**config.mk**
```make
export PLATFORM = sky130hd
export DESIGN_NAME = adder_arbiter_flat
export DESIGN_NICKNAME = d
export VERILOG_FILES = /design/src/rtl/adder_arbiter_pkg.sv /design/src/rtl/adder_arbiter_if.sv /design/src/rtl/adder_arbiter_rr_arbiter.sv /design/src/rtl/adder_arbiter.sv /design/src/flat_wrapper.sv
export SDC_FILE = /design/constraint.sdc
export NUM_CORES = 1
export LEC_CHECK = 0
export CAP_MARGIN = 20
export CORE_AREA = 2 2 156 158
export DETAILED_ROUTE_END_ITERATION = 10
export DIE_AREA = 0 0 158 160
export PLACE_DENSITY_LB_ADDON = 0.08
export REMOVE_ABC_BUFFERS = 1
export SLEW_MARGIN = 20
export SYNTH_ARGS = -nofsm -noshare
export SYNTH_HDL_FRONTEND = slang
export SYNTH_SLANG_ARGS = --single-unit
export TNS_END_PERCENT = 1
```
**constraint.sdc**
```tcl
create_clock -name clk -period 4.2 [get_ports clk]
set_input_delay 0.84 -clock clk [delete_from_list [all_inputs] [get_ports clk]]
set_output_delay 0.84 -clock clk [all_outputs]
set_load 0.1 [all_outputs]
```
**src/rtl/adder_arbiter_pkg.sv**
```systemverilog
// ----------------------------------------------------------------------------
// adder_arb_pkg: shared types and round-robin pick for adder_arbiter. Rev 1.0
// ----------------------------------------------------------------------------
`default_nettype none

package adder_arb_pkg;

  localparam int N_REQ_MAX = 8;
  localparam int ID_W      = $clog2(N_REQ_MAX);

  typedef enum logic [1:0] {
    IDLE  = 2'd0,
    ISSUE = 2'd1,
    WAIT  = 2'd2,
    RESP  = 2'd3
  } arb_state_t;

  // First set bit at or above ptr, wrapping modulo n; only the low n bits count.
  function automatic logic [ID_W-1:0] rr_pick(input logic [N_REQ_MAX-1:0] req,
                                              input logic [ID_W-1:0]      ptr,
                                              input int                   n);
    logic [ID_W-1:0] win;
    logic            found;
    int              idx;
    win   = '0;
    found = 1'b0;
    for (int i = 0; i < N_REQ_MAX; i++) begin
      idx = (int'(ptr) + i) % n;
      if (!found && (i < n) && req[idx[ID_W-1:0]]) begin
        win   = idx[ID_W-1:0];
        found = 1'b1;
      end
    end
    return win;
  endfunction

endpackage

`default_nettype wire

```
**src/rtl/adder_arbiter_if.sv**
```systemverilog
// ----------------------------------------------------------------------------
// adder_arbiter_if / adder_port_if: client bus and adder bus bundles. Rev 1.0
// ----------------------------------------------------------------------------
`default_nettype none

interface adder_arbiter_if #(
  parameter int N_REQ = 4,
  parameter int WIDTH = 32
);
  logic [N_REQ-1:0]       req;
  logic [N_REQ*WIDTH-1:0] req_a;
  logic [N_REQ*WIDTH-1:0] req_b;
  logic [N_REQ-1:0]       done;
  logic [WIDTH-1:0]       res_out;
  logic                   ovf_out;
  logic                   err_out;

  // master = requester side, slave = arbiter side
  modport master (output req, req_a, req_b,
                  input  done, res_out, ovf_out, err_out);
  modport slave  (input  req, req_a, req_b,
                  output done, res_out, ovf_out, err_out);
endinterface

interface adder_port_if #(
  parameter int WIDTH = 32
);
  logic [WIDTH-1:0] add_a;
  logic [WIDTH-1:0] add_b;
  logic             add_start;
  logic [WIDTH-1:0] add_res;
  logic             add_ovf;
  logic             add_ready;

  // master = arbiter side, slave = adder side
  modport master (output add_a, add_b, add_start,
                  input  add_res, add_ovf, add_ready);
  modport slave  (input  add_a, add_b, add_start,
                  output add_res, add_ovf, add_ready);
endinterface

`default_nettype wire

```
**src/rtl/adder_arbiter_rr_arbiter.sv**
```systemverilog
// ----------------------------------------------------------------------------
// rr_arbiter: combinational rotate-priority encoder. Rev 1.0
// ----------------------------------------------------------------------------
`default_nettype none

module rr_arbiter
  import adder_arb_pkg::*;
#(
  parameter int N_REQ = 4
) (
  input  logic [N_REQ-1:0] req,
  input  logic [ID_W-1:0]  ptr,
  output logic             gnt_valid,
  output logic [ID_W-1:0]  gnt_id
);

  logic [N_REQ_MAX-1:0] req_ext;

  always_comb begin
    req_ext            = '0;
    req_ext[N_REQ-1:0] = req;
  end

  assign gnt_valid = |req;
  assign gnt_id    = rr_pick(req_ext, ptr, N_REQ);

endmodule

`default_nettype wire

```
**src/rtl/adder_arbiter.sv**
```systemverilog
// ----------------------------------------------------------------------------
// adder_arbiter: round-robin sharing of one multi-cycle adder. Rev 1.0
// ----------------------------------------------------------------------------
`default_nettype none

module adder_arbiter
  import adder_arb_pkg::*;
#(
  parameter int N_REQ   = 4,
  parameter int WIDTH   = 32,
  parameter int TIMEOUT = 16
) (
  input  logic            clk,
  input  logic            rst,
  adder_arbiter_if.slave  cli,
  adder_port_if.master    add,
  output logic            busy
);

  localparam int         CNT_W    = $clog2(TIMEOUT + 1);
  localparam logic [1:0] ST_IDLE  = IDLE;
  localparam logic [1:0] ST_ISSUE = ISSUE;
  localparam logic [1:0] ST_WAIT  = WAIT;
  localparam logic [1:0] ST_RESP  = RESP;

  logic [1:0]       state;
  logic [ID_W-1:0]  rr_ptr;
  logic [ID_W-1:0]  id_q;
  logic [ID_W-1:0]  ptr_next;
  logic [ID_W-1:0]  gnt_id;
  logic             gnt_valid;
  logic [WIDTH-1:0] op_a;
  logic [WIDTH-1:0] op_b;
  logic [WIDTH-1:0] res_q;
  logic             ovf_q;
  logic             err_q;
  logic [CNT_W-1:0] wd_cnt;
  logic [N_REQ-1:0] done_w;

  rr_arbiter #(
    .N_REQ (N_REQ)
  ) u_rr (
    .req       (cli.req),
    .ptr       (rr_ptr),
    .gnt_valid (gnt_valid),
    .gnt_id    (gnt_id)
  );

  assign ptr_next = (int'(id_q) == N_REQ - 1) ? '0 : id_q + 1'b1;

  always_ff @(posedge clk) begin
    if (rst) begin
      state  <= ST_IDLE;
      rr_ptr <= '0;
      id_q   <= '0;
      op_a   <= '0;
      op_b   <= '0;
      res_q  <= '0;
      ovf_q  <= 1'b0;
      err_q  <= 1'b0;
      wd_cnt <= '0;
    end else begin
      case (state)
        ST_IDLE: begin
          if (gnt_valid) begin
            id_q  <= gnt_id;
            op_a  <= cli.req_a[int'(gnt_id)*WIDTH +: WIDTH];
            op_b  <= cli.req_b[int'(gnt_id)*WIDTH +: WIDTH];
            state <= ST_ISSUE;
          end
        end
        ST_ISSUE: begin
          wd_cnt <= '0;
          state  <= ST_WAIT;
        end
        ST_WAIT: begin
          // A ready in the final watchdog cycle still wins over the timeout.
          if (add.add_ready) begin
            res_q <= add.add_res;
            ovf_q <= add.add_ovf;
            err_q <= 1'b0;
            state <= ST_RESP;
          end else if (wd_cnt == CNT_W'(TIMEOUT - 1)) begin
            res_q <= '0;
            ovf_q <= 1'b0;
            err_q <= 1'b1;
            state <= ST_RESP;
          end else begin
            wd_cnt <= wd_cnt + 1'b1;
          end
        end
        ST_RESP: begin
          rr_ptr <= ptr_next;
          state  <= ST_IDLE;
        end
        default: state <= ST_IDLE;
      endcase
    end
  end

  always_comb begin
    done_w = '0;
    if (state == ST_RESP) done_w = N_REQ'(1) << id_q;
  end

  assign busy          = (state != ST_IDLE);
  assign add.add_a     = op_a;
  assign add.add_b     = op_b;
  assign add.add_start = (state == ST_ISSUE);

  assign cli.done      = done_w;
  assign cli.res_out   = (state == ST_RESP) ? res_q : '0;
  assign cli.ovf_out   = (state == ST_RESP) && ovf_q;
  assign cli.err_out   = (state == ST_RESP) && err_q;

endmodule

`default_nettype wire

```
**src/flat_wrapper.sv**
```systemverilog
// flat-port wrapper written by rule: the top's interface ports become plain ports
module adder_arbiter_flat import adder_arb_pkg::*;
#(
  parameter int N_REQ   = 4,
  parameter int WIDTH   = 32,
  parameter int TIMEOUT = 16
)
  (clk, rst, busy, cli_req, cli_req_a, cli_req_b, cli_done, cli_res_out, cli_ovf_out, cli_err_out, add_add_a, add_add_b, add_add_start, add_add_res, add_add_ovf, add_add_ready);
  adder_arbiter_if #(.N_REQ(N_REQ), .WIDTH(WIDTH)) cli_i ();
  adder_port_if #(.WIDTH(WIDTH)) add_i ();
  input  logic clk;
  input  logic rst;
  output logic busy;
  input wire logic [$bits(cli_i.req)-1:0] cli_req;
  input wire logic [$bits(cli_i.req_a)-1:0] cli_req_a;
  input wire logic [$bits(cli_i.req_b)-1:0] cli_req_b;
  output wire logic [$bits(cli_i.done)-1:0] cli_done;
  output wire logic [$bits(cli_i.res_out)-1:0] cli_res_out;
  output wire logic [$bits(cli_i.ovf_out)-1:0] cli_ovf_out;
  output wire logic [$bits(cli_i.err_out)-1:0] cli_err_out;
  output wire logic [$bits(add_i.add_a)-1:0] add_add_a;
  output wire logic [$bits(add_i.add_b)-1:0] add_add_b;
  output wire logic [$bits(add_i.add_start)-1:0] add_add_start;
  input wire logic [$bits(add_i.add_res)-1:0] add_add_res;
  input wire logic [$bits(add_i.add_ovf)-1:0] add_add_ovf;
  input wire logic [$bits(add_i.add_ready)-1:0] add_add_ready;
  assign cli_i.req = cli_req;
  assign cli_i.req_a = cli_req_a;
  assign cli_i.req_b = cli_req_b;
  assign cli_done = cli_i.done;
  assign cli_res_out = cli_i.res_out;
  assign cli_ovf_out = cli_i.ovf_out;
  assign cli_err_out = cli_i.err_out;
  assign add_add_a = add_i.add_a;
  assign add_add_b = add_i.add_b;
  assign add_add_start = add_i.add_start;
  assign add_i.add_res = add_add_res;
  assign add_i.add_ovf = add_add_ovf;
  assign add_i.add_ready = add_add_ready;
  adder_arbiter #(.N_REQ(N_REQ), .WIDTH(WIDTH), .TIMEOUT(TIMEOUT)) u_core (.clk(clk), .rst(rst), .cli(cli_i), .add(add_i), .busy(busy));
endmodule
```
After elaboration in Yosys (flattened, before gate mapping)

Index checks and enable logic that the tools add are counted.

Add/subtract/negate cells: 5
Equality and inequality tests: 9
Bitwise operators: 3
Multiply operators: 0
Divide/modulo/power cells: 0
$lt $le $gt $ge: 4
Reductions and logical operators: 20
Shift-type cells: 3
Multiplexer cells: 31

Operators with widths:

| operator                                                                      | number |
|---|---|
| 128-bit by 9-bit variable part select with 32-bit output                      | 2 |
| 32-bit 2-to-1 mux                                                             | 3 |
| 3-bit by 4-bit less-than comparator with 1-bit output (second input constant) | 3 |
| 1-bit 2-to-1 mux                                                              | 11 |
| 2-bit 2-to-1 mux                                                              | 5 |
| 5-bit 2-to-1 mux                                                              | 2 |
| 5-bit one-hot mux with 2 select lines                                         | 1 |
| 1-bit binary-select mux with 3-bit select                                     | 3 |
| 3-bit 2-to-1 mux                                                              | 3 |
| 2-bit one-hot mux with 4 select lines                                         | 1 |
| 2-bit AND reduction                                                           | 3 |
| 2-bit nonzero test                                                            | 3 |
| 2-bit OR reduction                                                            | 3 |
| 5-bit by 1-bit adder with 5-bit output (second input constant)                | 1 |
| 5-bit by 4-bit equality test with 1-bit output (second input constant)        | 1 |
| 1-bit logical AND                                                             | 5 |
| 2-bit by 1-bit adder with 2-bit output (second input constant)                | 2 |
| 2-bit adder (second input constant)                                           | 2 |
| 2-bit equality test (second input constant)                                   | 2 |
| 2-bit by 4-bit less-than comparator with 1-bit output (second input constant) | 1 |
| 4-bit 2-to-1 mux                                                              | 1 |
| 2-bit inequality test (second input constant)                                 | 2 |
| 4-bit OR reduction                                                            | 1 |
| 1-bit by 3-bit left shift with 4-bit output (first input constant)            | 1 |
| 9 further kinds                                                               | 13 |

Bits in latches: 0
Memories kept: 0
Bits in registers: 110
Memory bits (read-only): 0
Memory bits (writable): 0

Logic depth before layout (Yosys ltp)

Gate-level depths: netlist (run 1).

Depth after elaboration: 14
Depth in mapped cells: 8
Mapped depth without buffers: 8

By module

From an unflattened synthesis (run 1), not the netlist that was laid out.

Cell total of the unflattened synthesis: 479
Area total of the unflattened synthesis: 5,656.7 um^2

By module, submodules not included:

| module        | instances | cells each | area each (um^2) | seq. area each (um^2) |
|---|---|---|---|---|
| adder_arbiter | 1         | 462        | 5,567.8          | 2,222.1 |
| rr_arbiter    | 1         | 17         | 88.8             | 0.0 |

Worst setup path after synthesis (run 1)

Ideal clock, no wire load.

Path type: flip-flop to output port
Start: register u_core.state[0]
End: output cli_done[0]
Required time: 3.360 ns
Data arrival time: 1.594 ns
Path buffers: 1
Cell stages (with the launch flop): 4
Slack: 1.766 ns
Cells stage by stage: dfxtp_1 -> ha_1 -> clkbuf_1 -> and2_1

Cells in the longest elaborated chain, start to end: 2

RTL lines:

| element                  | line                 | RTL |
|---|---|---|
| start: declaration       | adder_arbiter.sv:26  | `logic [1:0] state;` |
| start signal: assignment | adder_arbiter.sv:53  | `state <= ST_IDLE;` |
| start signal: assignment | adder_arbiter.sv:69  | `state <= ST_ISSUE;` |
| start signal: assignment | adder_arbiter.sv:74  | `state <= ST_WAIT;` |
| 2-bit equality test      | adder_arbiter.sv:103 | `if (state == ST_RESP) done_w = N_REQ'(1) << id_q;` |
| 4-bit 2-to-1 mux         | adder_arbiter.sv:103 |  |
| end: declaration         | flat_wrapper.sv:17   | `output wire logic [$bits(cli_i.done)-1:0] cli_done;` |

No other way between the ends.

Worst setup path after layout (run 1)

Start: register u_core.state[0]
End: output busy

Cells in the longest elaborated chain, start to end: 1

RTL lines:

| element            | line                 | RTL |
|---|---|---|
| 2-bit nonzero test | adder_arbiter.sv:106 | `assign busy = (state != ST_IDLE);` |
| end: declaration   | flat_wrapper.sv:13   | `output logic busy;` |

No other way between the ends.

==> results of run 1 <==
## routing by layer
metal  routed length (um)  track usage (%)  part of all wire, %
met5                   13                0                0.053
met3                 2250             6.59                  9.2
met1                 9320             20.1                   38
met2                12600             34.2                   51
met4                  324             4.59                  1.3
## worst max-delay path: stages, from the launching register on
cell	delay, ps
dfxtp_1	390
inv_1	90
ha_1	240
inv_1	60
clkdlybuf4s50_1	1120
## cell families after synthesis
| family | count (synthesis) |
|---|---|
| AND/OR/NAND/NOR | 169 |
| multiplexers | 132 |
| AO/OA/AOI/OAI | 112 |
| flip-flops | 109 |
| buffers and inverters | 60 |
| adder cells (fa/ha/maj) | 11 |
| XOR/XNOR | 2 |
## synth_stat cells, types with 2 or more instances
| master | count | area [um2] |
|---|---|---|
| mux2i_1 | 132 | 1320 |
| dfxtp_1 | 109 | 2180 |
| nand2_1 | 67 | 251 |
| o221ai_2 | 60 | 901 |
| nor2_1 | 45 | 169 |
| and2_1 | 39 | 244 |
| a22oi_1 | 33 | 248 |
| buf_4 | 15 | 113 |
| clkbuf_1 | 14 | 52.6 |
| ha_1 | 11 | 138 |
| inv_1 | 9 | 33.8 |
| a21oi_1 | 7 | 35.0 |
| buf_12 | 7 | 140 |
| buf_6 | 6 | 67.6 |
| clkbuf_4 | 5 | 37.5 |
| nand2b_1 | 5 | 31.3 |
| o221ai_1 | 4 | 35.0 |
| nor3_1 | 3 | 15.0 |
| a211oi_1 | 2 | 15.0 |
| buf_1 | 2 | 7.51 |
| nand3_1 | 2 | 10.0 |
| nor2b_1 | 2 | 12.5 |
| o21ai_1 | 2 | 10.0 |
| xor2_1 | 2 | 17.5 |
## cell type report
| cell class | count | share of cell area (%) |
|---|---|---|
| timing repair buffer | 413 | 38.5 |
| multi-input combinational | 426 | 33.9 |
| sequential | 109 | 20.7 |
| tap | 324 | 3.85 |
| clock buffer | 9 | 2.14 |
| clock inverter | 6 | 0.451 |
| inverter | 10 | 0.356 |
| antenna | 3 | 0.0712 |
## sequential cells by signal (all words and copies together), names as in the netlist
signal / flops
u_core.add.add_a: 32
u_core.add.add_b: 32
u_core.err_q: 1
u_core.id_q: 2
u_core.ovf_q: 1
u_core.res_q: 32
u_core.rr_ptr: 2
u_core.state: 2
u_core.wd_cnt: 5
## per-stage QoR
stage | hold slack, ps | std cells | worst slack, ps
3_5_place_dp | 445 | 1282 | 982
2_1_floorplan | 421 | 545 | -2810
6_report | 466 | 1300 | 1090
3_3_place_gp | 442 | 1282 | 990
5_1_grt | 485 | 1299 | 999
4_1_cts | 467 | 1297 | 1060
## power groups by stage
stage / Combinational [W] / Sequential (W) / Clock [W]
detailed placement: 0.00354 / 0.00146 / 0
global placement: 0.00354 / 0.00146 / 0
finish: 0.00350 / 0.00143 / 0.000825
floorplan: 0.000986 / 0.00297 / 0
global route: 0.00365 / 0.00147 / 0.000896
CTS: 0.00355 / 0.00143 / 0.000858
## path summary, 6_finish.rpt
check / startpoint / endpoint / slack [ps] / cells after the start
min: u_core.err_q$_SDFFE_PP0P_ / u_core.err_q$_SDFFE_PP0P_ / 470 / 2
max: u_core.state[0]$_SDFFE_PP0P_ / busy / 1090 / 4
max reg2reg: u_core.state[0]$_SDFFE_PP0P_ / u_core.add.add_a[19]$_SDFFE_PP0P_ / 2050 / 7
min reg2reg: u_core.err_q$_SDFFE_PP0P_ / u_core.err_q$_SDFFE_PP0P_ / 470 / 2
==> results.toml, run 1 <==
[outcome]
status = "finished clean"

[logic_synthesis]
synth_top_family_by_area = "multiplexers"
synth_edf_count = 0
synth_compound_area_share_pct = 20.7
muxShareOfSynthArea_pct = 21.4
synth_simple_gate_area_share_pct = 12.6
syn_area_mm2 = 0.00618
ys_ff_latch = 109
synthArstFlopShare_pct = 0
syn_inst = 595
ys_seq_area_share_pct = 35.3
synth.distinct_cells = 36
synth-xor-area-share_pct = 0.283
ys.flop_type = "dfxtp_1"
yosys.area_share.adder_pct = 2.23
yosysWarnings = 0
avgSynthCellArea_um2 = 10.4

[floorplan]
die_y_um = 160
chipWidth_um = 158
num_rows = 57
core_area_mm2 = 0.0238
initial_core_util_pct = 26.0
ioPinCount = 400
die-area_mm2 = 0.0253

[power_and_ir_drop]
power_w = 0.00576
p_int_w = 0.00274
ir_drop_v = 0.000304
p_per_area_mw_per_mm2 = 546
p_seq_share_pct = 24.9
netSwitchingPower_w = 0.00301
p_comb_share_pct = 60.8
clock_power_share_pct = 14.3
p_leak_nw = 3.83
swShare_pct = 52.3

[routing]
routed_via_density = 4.54
wl_per_cell_um = 18.9
dr_total_vias = 5903
routed_wl_mm = 24.5
dr.pass1.iters = 4
final_antenna_net_count = 0
drt_first_iter_violations = 172
drc = 0

[cts]
cts-resized-gates = 0
hold_buffers = 0
clock_sinks = 109
post-cts-setup-buffer-count = 0
clkTransAtPathRegs_ps = 80
htreeDepth = 3
cts_tree = "built"
numCtsBuffers = 9
insertion_delay_ps = 360
cts_root_buf = "clkbuf_16"
cts_buffer_depth = 2

[timing]
tns_ps = 0
rsz0062_at_grt = "no"
relSlewSlack_pct = 26.2
post-route-period-util_pct = 74.1
finalSetupViolCount = 0
slew_viol_final = 0
finClkSkew_ps = 12.9
tightestPinTransition_ps = 1100
fin_crit_ps = 3110
max_freq_ghz = 0.321
hold_violations = 0

[layout]
multiInputGateArea_mm2 = 0.00358
fin_util_pct = 44.3
final_cell_mix = "clkdlybuf4s50_1, mux2i_1, dfxtp_1, nand2_1, o221ai_2"
regArea_mm2 = 0.00218
final_common_cell = "clkdlybuf4s50_1"
drive_gt1_share_pct = 14.0
stdcell_area_mm2 = 0.0105
fillCellCount = 2345
nets = 1276
syn_to_final_growth_pct = 70.5

[global_routing]
grt_pass1_wl_mm = 35.9
antenna_found_initial = 4
grt_max_degree = 65
grt_pass1_vias = 6090
grt_overflow_total = 0
grt_util_all_layers_pct = 18.6

[place]
gp_congestion = 0.764
hpwlAfterDp_mm = 19.3
dpl_cell_area_mm2 = 0.0103
io_buffer_count = 399

[worst_setup_path]
path_class = "reg -> out"
crit_fanout = 4
worstSetupEndpointType = "primary output"
setup.worst_path.start_class = "flop"
required_ps = 3360
cp.arrival_ps = 2270

[worst_hold_path]
worstHoldPathType = "reg -> reg"

[flow_run]
maxCapViolCount = 0
Note: power is estimated with default switching activity, not from simulation.
==> inputs of run 2 (changes only) <==
CORE_AREA = 2 2 153 155   (was 2 2 156 158)
DIE_AREA = 0 0 155 157   (was 0 0 158 160)
clock period = 3.2 ns   (was 4.2 ns; I/O delays follow)
==> run 2 against run 1 <==
Effect of this change:
- sequential share of layout area down 0.88 points
- cell count decreased by 1.8%
- sequential cell count is the same
- die area shrank 3.7%
- clock power grew 60%
- first-iteration DRC count increased by 14%
- critical endpoint is now u_core.add.add_a[19]$_SDFFE_PP0P_
- largest cell class unchanged
- highest routed layer is now met4
==> results.toml, run 2 (same netlist as run 1, synthesis figures left out) <==
[place]
io_buffer_count = 399
gp_congestion = 0.782
dp.cells = 1254
place_ws_ps = 438
hpwlAfterDp_mm = 19.9

[cts]
cts_root_buf = "clkbuf_16"
cts-resized-gates = 0
cts_tree = "built"
clkTransAtPathRegs_ps = 70
post-cts-setup-buffer-count = 0
numCtsBuffers = 9
clock_sinks = 109
insertion_delay_ps = 350
hold_buffers = 0
htreeDepth = 3
cts_buffer_depth = 2

[power_and_ir_drop]
p_comb_share_pct = 58.8
swShare_pct = 50.8
p_per_area_mw_per_mm2 = 707
clock_power_share_pct = 16.9
ir_drop_v = 0.000334
p_seq_share_pct = 24.3
p_leak_nw = 4.15
netSwitchingPower_w = 0.00396
p_int_w = 0.00383

[routing]
drc = 0
final_antenna_net_count = 0
drt_first_iter_violations = 196
routed_via_density = 4.68
routed_wl_mm = 25.4
dr.pass1.iters = 4
wl_per_cell_um = 19.9
dr_total_vias = 5970

[timing]
finalSetupViolCount = 0
tightestPinTransition_ps = 619
tns_ps = 0
relSlewSlack_pct = 58.7
fin_crit_ps = 2390
hold_violations = 0
max_freq_ghz = 0.419
finClkSkew_ps = 9.36
setup_slack_ps = 813
post-route-period-util_pct = 74.6
slew_viol_final = 0
rsz0062_at_grt = "no"

[worst_hold_path]
worstHoldPathType = "reg -> reg"

[layout]
drive_gt1_share_pct = 21.4
stdcell_count = 1276
fillCellCount = 2039
regArea_mm2 = 0.00218
final_cell_mix = "clkdlybuf4s50_1, mux2i_1, dfxtp_1, buf_4, nand2_1"
multiInputGateArea_mm2 = 0.00357
syn_to_final_growth_pct = 78.1
nets = 1287
final_common_cell = "clkdlybuf4s50_1"

[floorplan]
chipWidth_um = 155
die-area_mm2 = 0.0243
num_rows = 55
core_area_mm2 = 0.0225
initial_core_util_pct = 27.5
ioPinCount = 400
die_y_um = 157

[outcome]
status = "finished clean"

[worst_setup_path]
path_buf_inv = 2
cp_cell_sequence = "clkdlybuf4s50_1, nor4_2, nand2b_1, nor2_1, nand2_4, buf_4, o221ai_1"
cp_slowest_cell = "clkdlybuf4s50_1"
setup.worst_path.start_class = "input port"
r2r_slack_ps = 1150
cp.arrival_ps = 2610
path_class = "in -> reg"
cp_top_family = "simple AND/OR/NAND/NOR gates"
crit_fanout = 12
worstSetupEndpointType = "flop"
required_ps = 3420
slowest_delay_ps = 460

[flow_run]
maxCapViolCount = 0

[global_routing]
grt_max_degree = 47
antenna_found_initial = 4
grt_pass1_vias = 6219
grt_overflow_total = 0
grt_util_all_layers_pct = 20.0
grt_pass1_wl_mm = 37.4
==> run 2: cell count changes in the layout (fill, tap and decap cells not counted), sizes merged <==
cell           change
buf               +76
clkdlybuf4s50     -65
bufinv             +3
clkbuf             +3
diode              +3
clkinv             -2
inv                -2
clkinvlp           -1
==> run 2: path summary, 6_finish.rpt <==
check | startpoint | endpoint | cells after the start
setup / recovery | cli_req[1] | u_core.add.add_a[19]$_SDFFE_PP0P_ | 7
hold / removal | u_core.add.add_a[9]$_SDFFE_PP0P_ | u_core.add.add_a[9]$_SDFFE_PP0P_ | 2
setup reg to reg | u_core.wd_cnt[0]$_SDFFE_PP0P_ | u_core.wd_cnt[3]$_SDFFE_PP0P_ | 7
hold reg to reg | u_core.add.add_a[9]$_SDFFE_PP0P_ | u_core.add.add_a[9]$_SDFFE_PP0P_ | 2
==> run 2: power by group through the flow <==
stage | registers, W | clock network, W | logic, W
3_3_place_gp | 0.00192 | 0 | 0.00460
4_1_cts | 0.00189 | 0.00137 | 0.00462
5_1_grt | 0.00194 | 0.00141 | 0.00478
3_5_place_dp | 0.00192 | 0 | 0.00461
2_1_floorplan | 0.00390 | 0 | 0.00129
6_report | 0.00189 | 0.00132 | 0.00458
==> run 2: per-stage QoR <==
stage                     utilization, %  total power, W  instance area, um2  hold WS [ps]
final                               48.9         0.00778               11000           463
after global routing                48.9         0.00812               11000           484
after CTS                           48.9         0.00788               11000           468
after detailed placement            47.3         0.00653               10700           448
after global placement              47.3         0.00652               10700           439
after floorplan                        -         0.00519                5760           421
==> run 2: layout make-up <==
type / instances / share of cell area, %
multi-input cells: 426 / 32.4
diodes: 6 / 0.136
flip-flops and latches: 109 / 19.8
repair buffers: 424 / 41.0
well taps: 285 / 3.24
clock buffers: 12 / 2.24
clock inverters: 4 / 0.864
inverters: 10 / 0.341
==> run 2: layer usage <==
metal | global-route usage [%] | up-vias | wire (um)
met5 | 0 | - | 0
met4 | 6.75 | 0 | 517
met3 | 7.10 | 26 | 2250
met2 | 35.3 | 230 | 12700
met1 | 22.5 | 2765 | 9930
li1 | - | 2949 | -
==> run 2: worst register-to-register path, delay by kind of cell (launching register included) <==
| family | cells | cell delay, ps |
|---|---|---|
| fa+ha+maj | 2 | 450 |
| simple gates | 4 | 1030 |
| flops | 1 | 340 |
| xor+xnor | 1 | 170 |
==> inputs of run 3 (changes only) <==
clock period = 2.4 ns   (was 3.2 ns; I/O delays follow)
==> run 3 against run 2 <==
Effect of this change:
- core utilization up 1.2 points
- combinational power rose by 37%
- sequential cell count unchanged
- worst hold slack worse by 3.1 ps
- critical endpoint is now u_core.add.add_a[0]$_SDFFE_PP0P_
- sequential power rose by 33%
- die area stayed put
- register-to-register slack worse by 700 ps
- clock skew increased by 2.5 ps
- total power rose by 35%
==> results.toml, run 3 (same netlist as run 1, synthesis figures left out) <==
[outcome]
status = "finished clean"

[floorplan]
chipWidth_um = 155
ioPinCount = 400
initial_core_util_pct = 27.5
num_rows = 55
die-area_mm2 = 0.0243
core_area_mm2 = 0.0225
die_y_um = 157

[layout]
regArea_mm2 = 0.00218
final_common_cell = "clkdlybuf4s50_1"
multiInputGateArea_mm2 = 0.00357
syn_to_final_growth_pct = 82.4
drive_gt1_share_pct = 23.4
fillCellCount = 2063
final_cell_mix = "clkdlybuf4s50_1, mux2i_1, dfxtp_1, buf_4, nand2_1"
stdcell_area_mm2 = 0.0113
nets = 1310
stdcell_count = 1295

[worst_setup_path]
cp_top_family = "buffers and inverters"
cp_cell_sequence = "clkdlybuf4s50_1, a21oi_1, o21ai_1, a21oi_4, buf_12, mux2i_1, buf_4, o221ai_2"
slowest_delay_ps = 470
r2r_slack_ps = 450
reg2reg_depth = 8
required_ps = 2640
path_class = "in -> reg"
cp_slowest_cell = "clkdlybuf4s50_1"
path_buf_inv = 3
crit_fanout = 32
reg2reg_to = "u_core.wd_cnt[3]$_SDFFE_PP0P_"
reg2reg_from = "u_core.wd_cnt[0]$_SDFFE_PP0P_"
worstSetupEndpointType = "flop"
cp.arrival_ps = 2420
setup.worst_path.start_class = "input port"

[routing]
wl_per_cell_um = 19.5
routed_wl_mm = 25.2
drc = 0
dr.pass1.iters = 4
dr_total_vias = 6018
final_antenna_net_count = 0
routed_via_density = 4.65
drt_first_iter_violations = 214

[timing]
tightestPinTransition_ps = 497
post-route-period-util_pct = 90.8
finalSetupViolCount = 0
finClkSkew_ps = 11.8
rsz0062_at_grt = "no"
relSlewSlack_pct = 66.9
hold_violations = 0
fin_crit_ps = 2180
slew_viol_final = 0
holdWs_ps = 460
max_freq_ghz = 0.459
setup_slack_ps = 221

[global_routing]
antenna_found_initial = 3
grt_pass1_wl_mm = 37.1
grt_util_all_layers_pct = 19.9
grt_max_degree = 44
grt_pass1_vias = 6204
grt_overflow_total = 0

[power_and_ir_drop]
p_leak_nw = 4.30
p_seq_share_pct = 24.0
clock_power_share_pct = 16.4
netSwitchingPower_w = 0.00534
ir_drop_v = 0.000703
swShare_pct = 50.9
p_per_area_mw_per_mm2 = 930
p_comb_share_pct = 59.7
p_int_w = 0.00515

[place]
hpwlAfterDp_mm = 19.9
place_ws_ps = -142
dpl_cell_area_mm2 = 0.0109
dp.cells = 1277
gp_congestion = 0.802
io_buffer_count = 399

[flow_run]
maxCapViolCount = 0

[cts]
hold_buffers = 0
numCtsBuffers = 9
insertion_delay_ps = 360
clkTransAtPathRegs_ps = 80
post-cts-setup-buffer-count = 0
cts_root_buf = "clkbuf_16"
cts_tree = "built"
cts_buffer_depth = 2
clock_sinks = 109
htreeDepth = 3
cts-resized-gates = 0

[worst_hold_path]
whs_endpoint = "u_core.err_q$_SDFFE_PP0P_"
hold_path_startpoint = "u_core.err_q$_SDFFE_PP0P_"
worstHoldPathType = "reg -> reg"
whs_path_depth = 2
==> run 3: cell types whose count changed in the layout (fill, tap and decap cells not counted), sizes merged <==
cell	delta
buf	+23
diode	-4
clkbuf	-2
clkinv	+2
bufinv	-1
inv	+1
==> run 3: power by group through the flow <==
stage / Combinational (W) / Sequential [W] / Clock (W)
floorplan: 0.00172 / 0.00520 / 0
global placement: 0.00631 / 0.00255 / 0
detailed placement: 0.00630 / 0.00256 / 0
CTS: 0.00631 / 0.00252 / 0.00177
global route: 0.00653 / 0.00257 / 0.00184
finish: 0.00626 / 0.00251 / 0.00172
==> run 3: stage by stage <==
step	total power, W	utilization (%)	setup TNS (ps)
floorplan	0.00692	-	-275120
global placement	0.00886	48.6	-650
detailed placement	0.00886	48.6	-1600
CTS	0.0106	50.1	0
global route	0.0109	50.1	0
finish	0.0105	50.1	0
==> run 3: layout make-up <==
class / count / share of cell area, %
clock buffers: 10 / 2.12
repair buffers: 447 / 42.5
multi-input cells: 426 / 31.6
inverters: 10 / 0.333
clock inverters: 6 / 0.843
well taps: 285 / 3.16
diodes: 2 / 0.0444
flip-flops and latches: 109 / 19.3
==> run 3: worst register-to-register path: stages (launching register included) <==
cell	delay, ps
dfxtp_1	340
ha_1	220
and3_1	190
ha_1	230
nor3b_1	280
buf_4	190
nand4_1	110
xor2_1	160
nor3_1	150
==> run 3: worst max-delay path by stage <==
stage	start	endpoint	cells past startpoint
6_report	cli_req[0]	u_core.add.add_a[0]$_SDFFE_PP0P_	8
5_1_grt	u_core.state[0]$_SDFFE_PP0P_	cli_done[1]	4
4_1_cts	u_core.state[0]$_SDFFE_PP0P_	cli_done[1]	4
2_1_floorplan	cli_req[3]	u_core.add.add_a[0]$_SDFFE_PP0P_	4
3_5_place_dp	cli_req[0]	u_core.add.add_a[24]$_SDFFE_PP0P_	8
3_3_place_gp	cli_req[0]	u_core.add.add_a[24]$_SDFFE_PP0P_	8
==> run 3: metal layers <==
layer | global-route usage (%) | wire length [um] | up-vias
met4 | 3.75 | 207 | 2
met5 | 0 | 16 | -
met3 | 7.49 | 2200 | 15
li1 | - | - | 2997
met1 | 22.5 | 10000 | 2795
met2 | 36.1 | 12800 | 209
